==> src/rtl/detect_58_serializer_if.sv <==
// Parallel-in / serial-out handshake bundle between a word source,
// the serializer and the downstream 0x58 detector.
interface detect_58_serializer_if #(
    parameter int WIDTH = 8
);
    logic [WIDTH-1:0] data_in;
    logic             valid_in;
    logic             ready_out;
    logic             stall;
    logic             bit_out;
    logic             bit_valid;
    logic             last_bit;
    logic             busy;

    // Word source / downstream side.
    modport master (
        output data_in, valid_in, stall,
        input  ready_out, bit_out, bit_valid, last_bit, busy
    );

    // Serializer side.
    modport slave (
        input  data_in, valid_in, stall,
        output ready_out, bit_out, bit_valid, last_bit, busy
    );
endinterface

==> src/rtl/detect_58_serializer.sv <==
// Upstream feeder for the 0x58 sequence detector: accepts parallel words over
// valid/ready and shifts them out one bit per cycle, back-to-back when the
// source keeps up, frozen while the downstream stalls.
module detect_58_serializer #(
    parameter int WIDTH     = 8,
    parameter bit MSB_FIRST = 1'b1
) (
    input  logic                  clk,
    input  logic                  rst,
    detect_58_serializer_if.slave bus
);
    localparam int CW = $clog2(WIDTH);
    localparam logic [CW-1:0] CNT_LOAD = CW'(WIDTH - 1);

    typedef enum logic {
        S_IDLE  = 1'b0,
        S_SHIFT = 1'b1
    } state_t;

    state_t           r_state;
    state_t           w_next;
    logic [WIDTH-1:0] r_shreg;
    logic [CW-1:0]    r_cnt;

    logic w_shift;
    logic w_last;
    logic w_ready;
    logic w_accept;
    logic w_consume;

    // Handshake decode and next-state selection.
    always_comb begin
        w_shift   = (r_state == S_SHIFT);
        w_last    = w_shift && (r_cnt == '0);
        // A new word may enter only when idle or as the final bit leaves,
        // so the shift register is never overwritten mid-word.
        w_ready   = (r_state == S_IDLE) || (w_last && !bus.stall);
        w_accept  = bus.valid_in && w_ready;
        w_consume = w_shift && !bus.stall;

        w_next = r_state;
        if (w_accept) begin
            w_next = S_SHIFT;
        end else if (w_consume && w_last) begin
            w_next = S_IDLE;
        end
    end

    // State register.
    always_ff @(posedge clk or posedge rst) begin
        if (rst) begin
            r_state <= S_IDLE;
        end else begin
            r_state <= w_next;
        end
    end

    // Shift register and remaining-bit counter; both hold under stall.
    always_ff @(posedge clk or posedge rst) begin
        if (rst) begin
            r_shreg <= '0;
            r_cnt   <= '0;
        end else if (w_accept) begin
            r_shreg <= bus.data_in;
            r_cnt   <= CNT_LOAD;
        end else if (w_consume && !w_last) begin
            if (MSB_FIRST) begin
                r_shreg <= {r_shreg[WIDTH-2:0], 1'b0};
            end else begin
                r_shreg <= {1'b0, r_shreg[WIDTH-1:1]};
            end
            r_cnt <= r_cnt - 1'b1;
        end
    end

    // Outputs are decoded from registered state, so they hold during stall.
    always_comb begin
        bus.ready_out = w_ready;
        bus.bit_valid = w_shift;
        bus.busy      = w_shift;
        bus.last_bit  = w_last;
        if (w_shift) begin
            bus.bit_out = MSB_FIRST ? r_shreg[WIDTH-1] : r_shreg[0];
        end else begin
            bus.bit_out = 1'b0;
        end
    end
endmodule
==> src/flat_wrapper.sv <==
// flat-port wrapper written by rule: the top's interface ports become plain ports
module detect_58_serializer_flat 
#(
    parameter int WIDTH     = 8,
    parameter bit MSB_FIRST = 1'b1
)
  (clk, rst, bus_data_in, bus_valid_in, bus_stall, bus_ready_out, bus_bit_out, bus_bit_valid, bus_last_bit, bus_busy);
  detect_58_serializer_if #(.WIDTH(WIDTH)) bus_i ();
  input  logic clk;
  input  logic rst;
  input wire logic [$bits(bus_i.data_in)-1:0] bus_data_in;
  input wire logic [$bits(bus_i.valid_in)-1:0] bus_valid_in;
  input wire logic [$bits(bus_i.stall)-1:0] bus_stall;
  output wire logic [$bits(bus_i.ready_out)-1:0] bus_ready_out;
  output wire logic [$bits(bus_i.bit_out)-1:0] bus_bit_out;
  output wire logic [$bits(bus_i.bit_valid)-1:0] bus_bit_valid;
  output wire logic [$bits(bus_i.last_bit)-1:0] bus_last_bit;
  output wire logic [$bits(bus_i.busy)-1:0] bus_busy;
  assign bus_i.data_in = bus_data_in;
  assign bus_i.valid_in = bus_valid_in;
  assign bus_i.stall = bus_stall;
  assign bus_ready_out = bus_i.ready_out;
  assign bus_bit_out = bus_i.bit_out;
  assign bus_bit_valid = bus_i.bit_valid;
  assign bus_last_bit = bus_i.last_bit;
  assign bus_busy = bus_i.busy;
  detect_58_serializer #(.WIDTH(WIDTH), .MSB_FIRST(MSB_FIRST)) u_core (.clk(clk), .rst(rst), .bus(bus_i));
endmodule
==> config.mk <==
export PLATFORM = sky130hd
export DESIGN_NAME = detect_58_serializer_flat
export DESIGN_NICKNAME = d
export VERILOG_FILES = /design/src/rtl/detect_58_serializer_if.sv /design/src/rtl/detect_58_serializer.sv /design/src/flat_wrapper.sv
export SDC_FILE = /design/constraint.sdc
export NUM_CORES = 1
export LEC_CHECK = 0
export ABC_AREA = 1
export BUFFER_PORTS_ARGS = -buffer_cell sky130_fd_sc_hd__buf_2
export CAP_MARGIN = 30
export CORE_AREA = 2 2 40 42
export CTS_CLUSTER_DIAMETER = 40
export DETAILED_ROUTE_END_ITERATION = 8
export DIE_AREA = 0 0 42 44
export HOLD_SLACK_MARGIN = 0.1
export PLACE_DENSITY = 0.74
export SYNTH_ARGS = -nofsm -noshare
export SYNTH_HDL_FRONTEND = slang
export SYNTH_SLANG_ARGS = --single-unit
==> constraint.sdc <==
create_clock -name clk -period 2.1 [get_ports clk]
set_input_delay 0.21 -clock clk [delete_from_list [all_inputs] [get_ports clk]]
set_output_delay 0.21 -clock clk [all_outputs]
set_load 0.005 [all_outputs]
# Yosys cells after proc, flatten, opt, wreduce, memory -nomap -nowiden

Index checks and enable logic that the tools add are counted.

Bits in registers: 12
Bits in latches: 0
RAM bits: 0
Memory bits (read-only): 0
Bits of input ports: 12
Memories kept: 0

Add/sub/neg operators: 1
Multipliers: 0
Div/mod/pow operators: 0
Order comparisons: 0
Equality and inequality tests: 0
Shift operators: 0
Mux-type cells: 7
Bitwise operators: 1
Reduce and logical (&&, ||, !) cells: 12

Operators by type and width:

| operator                                          | number |
|---|---|
| two-way mux 8 bit                                 | 2 |
| logical AND 1 bit                                 | 6 |
| two-way mux 3 bit                                 | 2 |
| nonzero test 2 bit                                | 2 |
| logical NOT 3 bit                                 | 1 |
| two-way mux 1 bit                                 | 3 |
| subtractor 3 x 1 -> 3 bit (second input constant) | 1 |
| logical NOT 1 bit                                 | 2 |
| logical OR 1 bit                                  | 1 |
| NOT 1 bit                                         | 1 |

# Logic depth before layout (Yosys ltp)

Word-level depth: 6
Mapped depth: 8
Mapped depth without buffers: 8

# Least setup slack after synthesis

No wires, ideal clock.

Path kind: flip-flop to flip-flop
Start: register u_core.r_cnt[0]
End: register u_core.r_shreg[1]
Setup time: 116 ps
Arrival time: 1148 ps
Required time: 1984 ps
Slack: 836 ps
Stages on the path, launching flop included: 9
Clock period less this slack: 1264 ps
Path through: dfrtp_1 > inv_1 > ha_1 > nand2_2 > o21bai_4 > nand2_4 > buf_8 > nand3_1 > nand2_1

Word-level cells in the longest chain between the ends: 6
Elaborated cells between the ends (all ways): 9

Ends and longest elaborated chain:

| what                                                    | RTL line                   | text |
|---|---|---|
| start: declaration                                      | detect_58_serializer.sv:23 | `logic [CW-1:0] r_cnt;` |
| start signal: assignment                                | detect_58_serializer.sv:72 | `r_cnt <= r_cnt - 1'b1;` |
| logical NOT 3 bit (*)                                   | detect_58_serializer.sv:34 | `w_last = w_shift && (r_cnt == '0);` |
| logical AND 1 bit (*)                                   | detect_58_serializer.sv:34 |  |
| logical AND 1 bit                                       | detect_58_serializer.sv:37 | `w_ready = (r_state == S_IDLE) \|\| (w_last && !bus.stall);` |
| logical OR 1 bit                                        | detect_58_serializer.sv:37 |  |
| logical AND 1 bit                                       | detect_58_serializer.sv:38 | `w_accept = bus.valid_in && w_ready;` |
| two-way mux 8 bit or nonzero test 2 bit (tied branches) | --                         |  |
| end signal: assignment                                  | detect_58_serializer.sv:64 | `r_shreg <= bus.data_in;` |
| end signal: assignment                                  | detect_58_serializer.sv:68 | `r_shreg <= {r_shreg[WIDTH-2:0], 1'b0};` |
| end signal: assignment                                  | detect_58_serializer.sv:70 | `r_shreg <= {1'b0, r_shreg[WIDTH-1:1]};` |
| end: declaration                                        | detect_58_serializer.sv:22 | `logic [WIDTH-1:0] r_shreg;` |

Every way passes the cells marked *; elsewhere a longest branch is shown, timed or not.
A chain may end at the register's enable or synchronous reset.

# Final worst setup path

Start: register u_core.r_cnt[0]
End: output port bus_last_bit

Word-level cells in the longest chain between the ends: 2

Ends and longest elaborated chain:

| what              | RTL line                   | text |
|---|---|---|
| logical NOT 3 bit | detect_58_serializer.sv:34 |  |
| logical AND 1 bit | detect_58_serializer.sv:34 |  |
| end: declaration  | flat_wrapper.sv:17         | `output wire logic [$bits(bus_i.last_bit)-1:0] bus_last_bit;` |

Every way passes these cells.

==> metrics.yaml <==
path_clk_slew_ns: 0.08
finalSetupTns_ns: 0
grt_max_degree: 20
syn_area_per_cell_um2: 7.60
hpwlAfterDp_um: 976
reg2reg_depth: 6
dr.pass1.iters: 4
start_kind: "flip-flop"
power_density_mw_per_mm2: 1330
yosysWarnings: 0
endpoint: "bus_last_bit"
finalCriticalPeriod_ns: 1.71
setup_violations: 0
drtAntennaViolNets: 0
row_count: 14
clock_skew_ns: 0.00520
die_y_um: 44
synthCells: 97
pre_cts_ws_ns: 0.438
dr_total_vias: 650
outcome: "finished, final reports clean"
grt_pass1_vias: 582
fmax_mhz: 585
utilization: 0.589
cts_hold_buf: 1
routed_via_density: 5.08
crit_start: "u_core.r_cnt[0]"
vdd_ir_drop_max_uv: 715
synth_area_leader_cell: "dfrtp_1"
antenna_found_initial: 0
crit_type: "flip-flop to primary output"
n_antenna_cell: 0
start_util: 0.519
num_io_pins: 17
hold_slack_ns: 0.165
synthDistinctLibCells: 15
p_leak_nw: 0.511
critPathMaxStageDelay_ns: 0.38
syn_area_um2: 737
gp_congestion: 0.771
drcViolationCount: 0
report.final.slew_viol_count: 0
seq_area_frac_synth: 0.407
setup_ws_ns: 0.391
synthTopCellsByArea: "dfrtp_1 (41%), nand3_1 (19%), nand2_1 (14%)"
critPathCaptureType: "primary output"
worstMarginPinSlew_ns: 0.460
area.growth.synth_to_final_pct: 13.4
crit_required_ns: 1.89
path_common_cell: "inv_1"
cp_slowest_cell: "dfrtp_1"
hp-class: "primary input to flip-flop"
die_w_um: 42
numCtsBuffers: 3
synthDominantCellAreaShare: 0.407
post-route-period-util: 0.814
cts_root_buffer: "clkbuf_4"
final_nets: 127
clock_latency_ns: 0.27
arrival_ns: 1.50
power_mw: 1.11
max-slew-margin-rel: 0.693
post_cts_buffers: 0
worstReg2RegEnd: "u_core.r_cnt[1]"
routedWlPerCell_um: 10.5
cts_tree: "yes"
port_buffers: 16
grt_usage: 0.188
cts.path.max_buffers: 2
critPathMaxFanout: 12
layout-drive-gt1-share: 0.232
rrSetupSlack_ns: 0.43
cts_sinks: 12
grt_pass1_wl_mm: 2.53
core_area_mm2: 0.00142
drtIter0Drc: 9
maxCapViolCount: 0
design.die.area_mm2: 0.00185
cts_resized: 0
rsz0062_at_grt: "false"
synthesis.nets: 111
synth.ff_latch_count: 12
path_cells: "inv_1 -> ha_1 -> nand3_1 -> inv_1 -> buf_2"
finalWirelength_mm: 1.34
rr_startpoint: "u_core.r_cnt[0]"
grt_overflow: 0
cts-htree-levels: 1
hold_viol_final: 0
per-stage QoR:
stage	cell area [um2]	instances
6_report	836	128
2_1_floorplan	737	97
4_1_cts	836	128
3_3_place_gp	790	123
3_5_place_dp	790	123
5_1_grt	836	128
flip-flops by register name, indices dropped and copies added (netlist names):
name                  count
u_core.r_shreg            8
u_core.r_cnt              3
u_core.bus.bit_valid      1
cell usage after synthesis:
library cell   n
buf_8          1
buf_2          2
nand4_1        1
inv_2          1
buf_4          4
o211ai_2       1
ha_1           2
nand3_1       28
dfrtp_1       12
nand2_4        1
nand2_2        1
o21bai_4       1
nor2_1         1
inv_1         13
nand2_1       28
critical path, delay by kind of cell (launching register included):
family | cells | cell delay [ns]
buffers and inverters | 3 | 0.34
flip-flops | 1 | 0.38
AND/OR/NAND/NOR | 1 | 0.31
adder cells (fa/ha/maj) | 1 | 0.19
routing by layer:
| layer | global-route usage | routed length (um) | vias to the layer above |
|---|---|---|---|
| met5 | 0 | 0 | - |
| met4 | 0.116 | 18 | 0 |
| met3 | 0.0625 | 73 | 2 |
| met2 | 0.297 | 640 | 20 |
| met1 | 0.223 | 611 | 292 |
| li1 | - | - | 336 |
where the power goes:
part           switching, mW  internal, mW  leakage (nW)  total [mW]
Combinational          0.300         0.209         0.347       0.509
Sequential            0.0696         0.345         0.143       0.415
Clock                 0.0796         0.105        0.0210       0.185
cell families (layout without fill, tap and decap cells):
kind of cell / after synthesis / in the layout / synth area share
simple gates: 60 / 60 / 0.370
buf+inv: 21 / 36 / 0.146
flops: 12 / 12 / 0.407
fa+ha+maj: 2 / 2 / 0.0340
compound gates: 2 / 2 / 0.0424
worst min-delay path by stage:
stage	from	to	cells past startpoint
4_1_cts	bus_data_in[0]	u_core.r_shreg[0]	3
5_1_grt	bus_data_in[0]	u_core.r_shreg[0]	3
6_report	bus_data_in[0]	u_core.r_shreg[0]	3
3_3_place_gp	rst	u_core.r_shreg[2]	2
2_1_floorplan	rst	u_core.bus.bit_valid	1
3_5_place_dp	rst	u_core.r_shreg[3]	2
cell usage in the layout, fill, tap and decap left out:
cell type and n:
ha_1 2, nand4_1 1, nor2_1 1, clkbuf_8 1, nand2_4 1, inv_1 13, dlygate4sd3_1 1, dfrtp_1 12
nand2_2 1, nand3_1 28, nand2_1 28, buf_4 1, o21bai_4 1, o211ai_2 1, clkbuf_4 3, buf_2 16
inv_2 1
cell type report:
type	instances	area (um2)
Clock buffer	4	36.3
Fill cell	144	583
Inverter	14	52.6
Multi-Input combinational cell	64	329
Sequential cell	12	300
Tap cell	16	20.0
Timing Repair Buffer	18	97.6
No activity file was read; power rests on OpenSTA's default activity.
